<file path="config.mk">
export PLATFORM = sky130hd
export DESIGN_NAME = sweep_ctrl
export DESIGN_NICKNAME = d
export VERILOG_FILES = /design/src/rtl/gen_pkg.sv /design/src/rtl/sweep_regs.sv /design/src/rtl/sweep_ctrl.sv
export SDC_FILE = /design/constraint.sdc
export NUM_CORES = 1
export LEC_CHECK = 0
export ABC_AREA = 0
export ABC_CLOCK_PERIOD_IN_PS = 6700
export BUFFER_PORTS_ARGS = -buffer_cell sky130_fd_sc_hd__buf_2
export CAP_MARGIN = 10
export CORE_UTILIZATION = 50
export DETAILED_ROUTE_END_ITERATION = 16
export PLACE_DENSITY = 0.73
export SETUP_SLACK_MARGIN = 0.5
export SLEW_MARGIN = 5
export SYNTH_ARGS = -nofsm -noshare
export SYNTH_HDL_FRONTEND = slang
export SYNTH_SLANG_ARGS = --single-unit
</file>
<file path="constraint.sdc">
create_clock -name clk -period 6.7 [get_ports clk]
set_input_delay 0.67 -clock clk [delete_from_list [all_inputs] [get_ports clk]]
set_output_delay 0.67 -clock clk [all_outputs]
set_load 0.005 [all_outputs]
</file>
<file path="src/rtl/gen_pkg.sv">
// gen_pkg: shared definitions for the sweep controller.
//   - PHI_W_DEF / CNT_W_DEF : default widths for the phase and counter paths
//   - state_t               : sweep FSM state encoding
//   - ADDR_*                : register map addresses
package gen_pkg;

  localparam int PHI_W_DEF = 32;
  localparam int CNT_W_DEF = 16;

  // state    | meaning
  // ---------+--------------------------------------------------------
  // IDLE     | waiting for start; config writable
  // PRELOAD  | one cycle: NCO phase reset, sweep registers initialised
  // DWELL    | NCO running, holding phi_inc for the dwell time
  // LOCK     | sweep finished, FLL correcting, waiting for fll_lock
  // DONE     | one-cycle completion pulse
  typedef enum logic [2:0] {
    ST_IDLE    = 3'd0,
    ST_PRELOAD = 3'd1,
    ST_DWELL   = 3'd2,
    ST_LOCK    = 3'd3,
    ST_DONE    = 3'd4
  } state_t;

  localparam logic [2:0] ADDR_PHI_START = 3'd0;
  localparam logic [2:0] ADDR_PHI_STEP  = 3'd1;
  localparam logic [2:0] ADDR_N_STEPS   = 3'd2;
  localparam logic [2:0] ADDR_DWELL     = 3'd3;
  localparam logic [2:0] ADDR_CTRL      = 3'd4;

endpackage

</file>
<file path="src/rtl/sweep_regs.sv">
// sweep_regs: configuration register file for the sweep controller.
//   clk, reset_l         : clock and asynchronous active-low reset
//   wr_en, address, data : single-cycle register write port
//   in_idle              : writes are accepted only while this is high
//   phi_start, phi_step  : sweep start increment and signed step
//   n_steps, dwell       : step count and per-step dwell length
//   fll_handoff          : CTRL bit0, hand over to the FLL after the sweep
module sweep_regs
  import gen_pkg::*;
#(
  parameter int PHI_W = PHI_W_DEF,
  parameter int CNT_W = CNT_W_DEF
) (
  input  logic             clk,
  input  logic             reset_l,
  input  logic             wr_en,
  input  logic [2:0]       address,
  input  logic [31:0]      data,
  input  logic             in_idle,
  output logic [PHI_W-1:0] phi_start,
  output logic [PHI_W-1:0] phi_step,
  output logic [CNT_W-1:0] n_steps,
  output logic [CNT_W-1:0] dwell,
  output logic             fll_handoff
);

  logic [PHI_W-1:0] phi_start_q, phi_start_d;
  logic [PHI_W-1:0] phi_step_q, phi_step_d;
  logic [CNT_W-1:0] n_steps_q, n_steps_d;
  logic [CNT_W-1:0] dwell_q, dwell_d;
  logic             ctrl_q, ctrl_d;
  logic             wr_ok;

  assign wr_ok = wr_en && in_idle;

  always_comb begin
    phi_start_d = phi_start_q;
    phi_step_d  = phi_step_q;
    n_steps_d   = n_steps_q;
    dwell_d     = dwell_q;
    ctrl_d      = ctrl_q;
    if (wr_ok) begin
      case (address)
        ADDR_PHI_START: phi_start_d = PHI_W'(data);
        ADDR_PHI_STEP:  phi_step_d  = PHI_W'(data);
        ADDR_N_STEPS:   n_steps_d   = CNT_W'(data);
        ADDR_DWELL:     dwell_d     = CNT_W'(data);
        ADDR_CTRL:      ctrl_d      = data[0];
        default:        ;
      endcase
    end
  end

  always_ff @(posedge clk or negedge reset_l) begin
    if (!reset_l) begin
      phi_start_q <= '0;
      phi_step_q  <= '0;
      n_steps_q   <= '0;
      dwell_q     <= '0;
      ctrl_q      <= 1'b0;
    end else begin
      phi_start_q <= phi_start_d;
      phi_step_q  <= phi_step_d;
      n_steps_q   <= n_steps_d;
      dwell_q     <= dwell_d;
      ctrl_q      <= ctrl_d;
    end
  end

  assign phi_start   = phi_start_q;
  assign phi_step    = phi_step_q;
  assign n_steps     = n_steps_q;
  assign dwell       = dwell_q;
  assign fll_handoff = ctrl_q;

endmodule

</file>
<file path="src/rtl/sweep_ctrl.sv">
// sweep_ctrl: NCO frequency sweep sequencer with optional FLL handoff.
//   clk, reset_l          : clock and asynchronous active-low reset
//   wr_en, address, data  : config register writes (accepted in IDLE only)
//   start, abort          : sweep start pulse, abort level
//   fll_lock              : FLL lock indication
//   phi_inc, step_idx     : current NCO increment and sweep step
//   nco_clken, phase_rst  : NCO enable and phase-reset request
//   fll_en, busy, done    : FLL enable, activity flag, completion pulse
// All outputs are registered; they are computed from the next state.
module sweep_ctrl
  import gen_pkg::*;
#(
  parameter int PHI_W = PHI_W_DEF,
  parameter int CNT_W = CNT_W_DEF
) (
  input  logic             clk,
  input  logic             reset_l,
  input  logic             wr_en,
  input  logic [2:0]       address,
  input  logic [31:0]      data,
  input  logic             start,
  input  logic             abort,
  input  logic             fll_lock,
  output logic [PHI_W-1:0] phi_inc,
  output logic             nco_clken,
  output logic             phase_rst,
  output logic             fll_en,
  output logic             busy,
  output logic             done,
  output logic [CNT_W-1:0] step_idx
);

  logic [PHI_W-1:0] phi_start, phi_step;
  logic [CNT_W-1:0] n_steps, dwell;
  logic             fll_handoff;

  state_t           state_q, state_d;
  logic [PHI_W-1:0] phi_q, phi_d;
  logic [CNT_W-1:0] idx_q, idx_d;
  logic [CNT_W-1:0] cnt_q, cnt_d;
  logic             handoff_q, handoff_d;
  logic             nco_q, nco_d;
  logic             prst_q, prst_d;
  logic             busy_q, busy_d;
  logic             done_q, done_d;
  logic [CNT_W-1:0] dwell_reload;
  logic [CNT_W-1:0] last_idx;

  sweep_regs #(.PHI_W(PHI_W), .CNT_W(CNT_W)) u_regs (
    .clk        (clk),
    .reset_l    (reset_l),
    .wr_en      (wr_en),
    .address    (address),
    .data       (data),
    .in_idle    (state_q == ST_IDLE),
    .phi_start  (phi_start),
    .phi_step   (phi_step),
    .n_steps    (n_steps),
    .dwell      (dwell),
    .fll_handoff(fll_handoff)
  );

  // Zero dwell / zero steps behave as one; the counter runs reload..0.
  assign dwell_reload = (dwell == '0) ? '0 : dwell - CNT_W'(1);
  assign last_idx     = (n_steps == '0) ? '0 : n_steps - CNT_W'(1);

  always_comb begin
    state_d   = state_q;
    phi_d     = phi_q;
    idx_d     = idx_q;
    cnt_d     = cnt_q;
    handoff_d = handoff_q;
    if (abort) begin
      state_d   = ST_IDLE;
      handoff_d = 1'b0;
    end else begin
      case (state_q)
        ST_IDLE: begin
          if (start) begin
            state_d   = ST_PRELOAD;
            handoff_d = 1'b0;
          end
        end
        ST_PRELOAD: begin
          state_d = ST_DWELL;
          phi_d   = phi_start;
          idx_d   = '0;
          cnt_d   = dwell_reload;
        end
        ST_DWELL: begin
          if (cnt_q == '0) begin
            if (idx_q == last_idx) begin
              if (fll_handoff) begin
                state_d   = ST_LOCK;
                handoff_d = 1'b1;
              end else begin
                state_d = ST_DONE;
              end
            end else begin
              phi_d = phi_q + phi_step;
              idx_d = idx_q + CNT_W'(1);
              cnt_d = dwell_reload;
            end
          end else begin
            cnt_d = cnt_q - CNT_W'(1);
          end
        end
        ST_LOCK: begin
          if (fll_lock) state_d = ST_DONE;
        end
        ST_DONE: state_d = ST_IDLE;
        default: state_d = ST_IDLE;
      endcase
    end

    busy_d = (state_d != ST_IDLE);
    done_d = (state_d == ST_DONE);
    prst_d = (state_d == ST_PRELOAD);
    // After an FLL handoff the NCO keeps running until the next start/abort.
    nco_d  = (state_d == ST_DWELL) || (state_d == ST_LOCK) || handoff_d;
  end

  always_ff @(posedge clk or negedge reset_l) begin
    if (!reset_l) begin
      state_q   <= ST_IDLE;
      phi_q     <= '0;
      idx_q     <= '0;
      cnt_q     <= '0;
      handoff_q <= 1'b0;
      nco_q     <= 1'b0;
      prst_q    <= 1'b0;
      busy_q    <= 1'b0;
      done_q    <= 1'b0;
    end else begin
      state_q   <= state_d;
      phi_q     <= phi_d;
      idx_q     <= idx_d;
      cnt_q     <= cnt_d;
      handoff_q <= handoff_d;
      nco_q     <= nco_d;
      prst_q    <= prst_d;
      busy_q    <= busy_d;
      done_q    <= done_d;
    end
  end

  assign phi_inc   = phi_q;
  assign step_idx  = idx_q;
  assign nco_clken = nco_q;
  assign phase_rst = prst_q;
  assign fll_en    = handoff_q;
  assign busy      = busy_q;
  assign done      = done_q;

endmodule

</file>
-- After elaboration in Yosys (flattened, before gate mapping)
Cells that the tools add are included.
W data, S select, Z words.
- add/sub/neg operators: 5
- equal/unequal tests: 15
- muxes and demuxes: 24
- bitwise logic cells: 1
- reductions and logical operators: 17
- operator list (operator ; count):
    $mux W16 ; 6
    $mux W32 ; 2
    $pmux W16 S2 ; 2
    $pmux W32 S2 ; 1
    $logic_not A16 Y1 ; 3
    $sub A16 B1 Y16 const B ; 3
    $add A32 B32 Y32 ; 1
    $eq A3 B2 Y1 const B ; 6
    $mux W3 ; 6
    $add A16 B1 Y16 const B ; 1
    $eq A16 B16 Y1 ; 1
    $pmux W3 S4 ; 1
    $reduce_and A2 Y1 ; 5
    $eq A3 B1 Y1 const B ; 3
    $eq A3 B3 Y1 const B ; 2
    $logic_not A3 Y1 ; 2
    $mux W1 ; 5
    $ne A2 B2 Y1 const B ; 2
    $reduce_and A4 Y1 ; 1
    $ne A3 B3 Y1 const B ; 1
    $reduce_and A3 Y1 ; 1
    $reduce_bool A3 Y1 ; 1
    $logic_or A1 B1 Y1 ; 2
    $pmux W1 S2 ; 1
    other kinds (3) ; 3
- flip-flop bits (word level): 169
- bits of input ports: 41
- output and inout port bits: 53
- word-level logic and storage cells: 76

-- Logic depth before layout (Yosys ltp)
- depth in word-level cells: 10
- depth in mapped cells: 14

-- By module
From an unflattened synthesis, not the netlist that was laid out.
- cell total of the unflattened synthesis: 991
- area, all modules: 9983.3 µm²
- by module, submodules not included (module ; times used ; cells each ; area an instance (µm²) ; sequential area each (µm²)):
    sweep_ctrl ; 1 ; 781 ; 6173.4 ; 1801.7
    sweep_regs ; 1 ; 210 ; 3809.9 ; 2427.3

-- Worst setup path after synthesis
No wires, ideal clock.
- kind: register to register
- start point: reg u_regs.n_steps_q[3] (netlist: u_regs.n_steps[3])
- end point: reg cnt_q[6]
- arrival: 3378 ps
- required time: 6579 ps
- path slack: 3201 ps
- cell stages (with the launch flop): 13
- buffers on the path: 4
- period minus slack after synthesis: 3499 ps
- cells stage by stage: dfrtp_1 buf_6 or4_4 buf_6 or3_1 buf_2 o41a_1 mux2_4 and4_4 buf_6 a21o_4 a221o_1 a22o_1
- longest elaborated chain between the ends: 5
- elaborated cells on any way between the ends: 6
- RTL lines (element ; line ; source):
    from (decl) ; sweep_regs.sv:29 ; logic [CNT_W-1:0] n_steps_q, n_steps_d;
    from (signal assigned) ; sweep_regs.sv:64 ; n_steps_q <= n_steps_d;
    $sub A16 B1 Y16 / $logic_not A16 Y1 (equally long branches) ; sweep_ctrl.sv:65 ; assign last_idx = (n_steps == '0) ? '0 : n_steps - CNT_W'(1);
    $mux W16 (*) ; sweep_ctrl.sv:65 ;
    $eq A16 B16 Y1 (*) ; sweep_ctrl.sv:92 ; if (idx_q == last_idx) begin
    $ne A3 B3 Y1 (no source line) (*) ; n/a ;
    $reduce_and A3 Y1 (no source line) (*) ; n/a ;
    to (signal assigned) ; sweep_ctrl.sv:138 ; cnt_q <= cnt_d;
    to (decl) ; sweep_ctrl.sv:40 ; logic [CNT_W-1:0] cnt_q, cnt_d;
Mark *: on every way between the ends. The rest lies on a longest branch, timed or not.
A chain may end at the register's enable or synchronous reset.

-- Worst setup path in the final report
- start point: reg u_regs.n_steps_q[3] (netlist: u_regs.n_steps[3])
- end point: reg phi_q[11] (netlist: phi_inc[11])
- longest elaborated chain between the ends: 5
- elaborated cells on any way between the ends: 6
- RTL lines (element ; line ; source):
    $sub A16 B1 Y16 / $logic_not A16 Y1 (equally long branches) ; sweep_ctrl.sv:65 ;
    $mux W16 (*) ; sweep_ctrl.sv:65 ;
    $eq A16 B16 Y1 (*) ; sweep_ctrl.sv:92 ;
    $ne A2 B2 Y1 (no source line) (*) ; n/a ;
    $reduce_and A4 Y1 (no source line) (*) ; n/a ;
    to (signal assigned) ; sweep_ctrl.sv:136 ; phi_q <= phi_d;
    to (decl) ; sweep_ctrl.sv:38 ; logic [PHI_W-1:0] phi_q, phi_d;
Marked as above.

==> key figures <==
Pwr
  – Sequential Power Share: 36.5%
  – Logic pwr share: 41.4%
  – Int Pwr: 2.72 mW
  – Clock network power share: 22.2%
  – Peak supply drop: 0.248 mV
  – Net Sw Frac: 38.4%
  – Power density over the cells: 385 nW/µm²
  – Leak: 4.87 nW
  – Net switching power: 1.69 mW

Clock tree
  – Post-CTS Resized: 0
  – H-tree Lvls: 4
  – Post-CTS setup buffer count: 0
  – Clock Tree Root: clkbuf_16
  – Total CTS buffers: 17
  – Hold Buf Count CTS: 0
  – Clock Latency Late Sink: 0.43 ns
  – CTS Buffer Depth: 2
  – Clock Sinks: 169
  – CTS tree: done
  – Clock slew at reported path FFs: 0.07 ns

Global route
  – Largest net degree at the start of global routing: 88
  – Global-route usage over all layers: 24.3%
  – First-pass GRT wire length: 41000 µm
  – Initial antenna violation count: 0
  – Vias in the first global route: 8168
  – GRT overflow: 0

Logic synthesis
  – Syn Area/Cell: 9.75 µm²
  – Xor and xnor area share after synthesis: 4.24%
  – Adder-cell share of the synthesized area: 4.46%
  – Syn_nets: 1130
  – Mapped cell area: 10300 µm²
  – Synth cell types: 79
  – Most used DFF post-synth: dfrtp_1
  – Yosys warns: 0
  – Synth Area in Compound Gates: 17.8%
  – Simple-gate share of the synthesized area: 17.5%
  – Seq/Total Area, Yosys: 41.2%
  – Synth Register Bits: 169
  – Multiplexer share of the synthesized area: 11.4%
  – Share of synthesized registers carrying an async set or reset: 100%
  – Largest family of logic cells by synthesized area: compound AO/OA/AOI/OAI gates
  – Cells after Synth: 1053
  – Number of synthesized flops with an enable pin: 0

Route
  – Antenna Nets Post-Route: 0
  – Pre-Repair DR Iteration Count: 7
  – Vias: 8378
  – Final wirelength: 25100 µm
  – DR WL/cell: 17.9 µm
  – DRC: 0
  – Initial DRC Count: 479
  – Via density: 5.98

Layout
  – Fillers: 1769
  – Diode count: 0
  – NumNets Final: 1195
  – Util after Layout: 56.9%
  – Final Instance Area: 11500 µm²
  – Layout cells sized above 1: 22.9%
  – Most frequent cells in the layout: dfrtp_1, mux2_2, buf_2
  – Commonest non-fill, non-tap cell in the layout: dfrtp_1
  – Synth-to-Final Area Change: 11.7%

STA
  – Slew @ Worst Pin: 1.02 ns
  – RSZ-0062 raised after global routing: false
  – Relative slew margins: 31.9%
  – Final setup viols: 0
  – Tcrit/Tclk final: 60.2%
  – Fmax: 248 MHz
  – Period minus WS final: 4.03 ns
  – Final Hold Vio Count: 0
  – Fin. max-slew vios: 0
  – Final setup TNS: 0 ns
  – Clock skew: 0.0116 ns

Min path
  – Path type of the worst min-delay path: primary input to async pin

Die
  – Core Rows: 52
  – Die area: 21100 µm²
  – IO Pins: 94
  – CORE AREA: 20200 µm²
  – Starting Density: 50.9%
  – Die height: 145 µm
  – DIE WIDTH: 145 µm

Run status
  – Result of the run: completed

Critical path
  – CP endpoint kind: flip-flop
  – Worst path required time: 7.01 ns
  – Startpoint types: flip-flop
  – Top fanout value on the critical path: 73
  – Crit path DAT: 4.34 ns
  – WS Path Type: flip-flop to flip-flop
  – R2R cell count: 9

Placed design
  – Placed inst area: 10900 µm²
  – Number of I/O port buffers: 93
  – RD Place Congestion: 0.872
  – DP Wirelength: 17700 µm

Flow run
  – Max-cap violations: 0
==> metrics by stage <==
stage                     instances  power (mW)  hold WS (ns)  setup WS, ns
final                          1401        4.41         0.278          2.67
after global routing           1401        4.74         0.351          2.47
after CTS                      1401        4.42         0.343          2.69
after detailed placement       1369        3.42         0.492          2.72
after global placement         1369        3.37         0.485          2.78
after floorplan                1053        2.94         0.374          3.20
==> critical path: stages (launching register included) <==
cell	delay, ns
dfrtp_1	0.48
or4_4	0.64
or3_1	0.51
o31a_1	0.33
o2111ai_1	0.20
o311ai_1	0.16
and4_1	0.38
a21oi_4	0.19
buf_4	0.58
mux2_2	0.40
==> power groups by stage <==
stage          Sequential, mW  Clock [mW]  Combinational, mW
2_1_floorplan            1.52           0               1.42
3_3_place_gp             1.61           0               1.76
3_5_place_dp             1.62           0               1.80
4_1_cts                  1.61       0.991               1.83
5_1_grt                  1.65        1.04               2.05
6_report                 1.61       0.978               1.83
==> state kept, by name (all words and copies together) (netlist names) <==
register and count:
u_regs.fll_handoff 1, u_regs.dwell 16, done 1, cnt_q 16, u_regs.phi_start 32, nco_clken 1
u_regs.n_steps 16, fll_en 1, phi_inc 32, phase_rst 1, busy 1, u_regs.phi_step 32
step_idx 16, state_q 3
==> path summary, 6_finish.rpt <==
kind / start / endpoint / slack (ns)
max: u_regs.n_steps[3] / phi_inc[11] / 2.67
max in group asynchronous: reset_l / u_regs.n_steps[10] / 4.82
min reg2reg: u_regs.phi_start[17] / u_regs.phi_start[17] / 0.50
min: reset_l / cnt_q[8] / 0.28
max reg2reg: u_regs.n_steps[3] / phi_inc[11] / 2.67
min in group clk: abort / fll_en / 0.45
==> cells in the mapped netlist (all sizes together) (5+ instances only) <==
library cell | instances | area share (%)
ha | 35 | 4.3
and3 | 13 | 0.79
mux2 | 96 | 11
o31a | 8 | 0.68
a2111oi | 5 | 0.79
dfrtp | 169 | 41
nor3 | 31 | 1.5
a21o | 10 | 0.80
a31oi | 19 | 1.2
nand3 | 26 | 1.3
nor2b | 10 | 0.61
nor3b | 9 | 0.66
nand2b | 8 | 0.49
or4 | 9 | 0.69
nor2 | 89 | 3.3
nand2 | 89 | 3.3
clkbuf | 41 | 1.5
inv | 27 | 0.99
xnor2 | 31 | 2.6
nor4 | 17 | 1.2
a22o | 9 | 0.77
o221ai | 10 | 0.85
a221o | 5 | 0.49
o32ai | 5 | 0.43
a21oi | 58 | 3.1
mux2i | 9 | 0.88
nand4 | 9 | 0.55
o21bai | 5 | 0.37
buf | 14 | 0.95
xor2 | 16 | 1.4
or3 | 11 | 0.67
or2 | 14 | 0.85
o31ai | 7 | 0.51
o21a | 12 | 0.88
o21ai | 47 | 2.3
o211ai | 10 | 0.73
a211oi | 12 | 0.88
==> layer usage <==
layer  track usage (%)  up-vias  share of wire, %  wire length (µm)
met5                 0        -                 0                 0
met4              7.26        0               1.7               420
met3              4.65       33               4.2              1050
met2              42.7      188                51             12700
met1              30.1     4131                43             10900
li1                  -     4026                 -                 -
==> area by class of cell <==
class                      count  area (µm²)  area share [%]
clock buffer                  19         433            3.77
clock inverter                13         143            1.24
inverter                      27         101           0.883
multi-input combinational    802        5700            49.7
sequential                   169        4230            36.8
tap                          270         338            2.94
timing repair buffer         101         532            4.63
==> cell families after synthesis <==
logic type | count (synthesis)
buffers and inverters | 82
muxes | 105
adders and majority gates | 36
AOI/OAI and AO/OA | 258
xor gates and xnor gates | 48
DFF | 169
and+or+nand+nor | 355
Power figures use the tool's default switching activity.
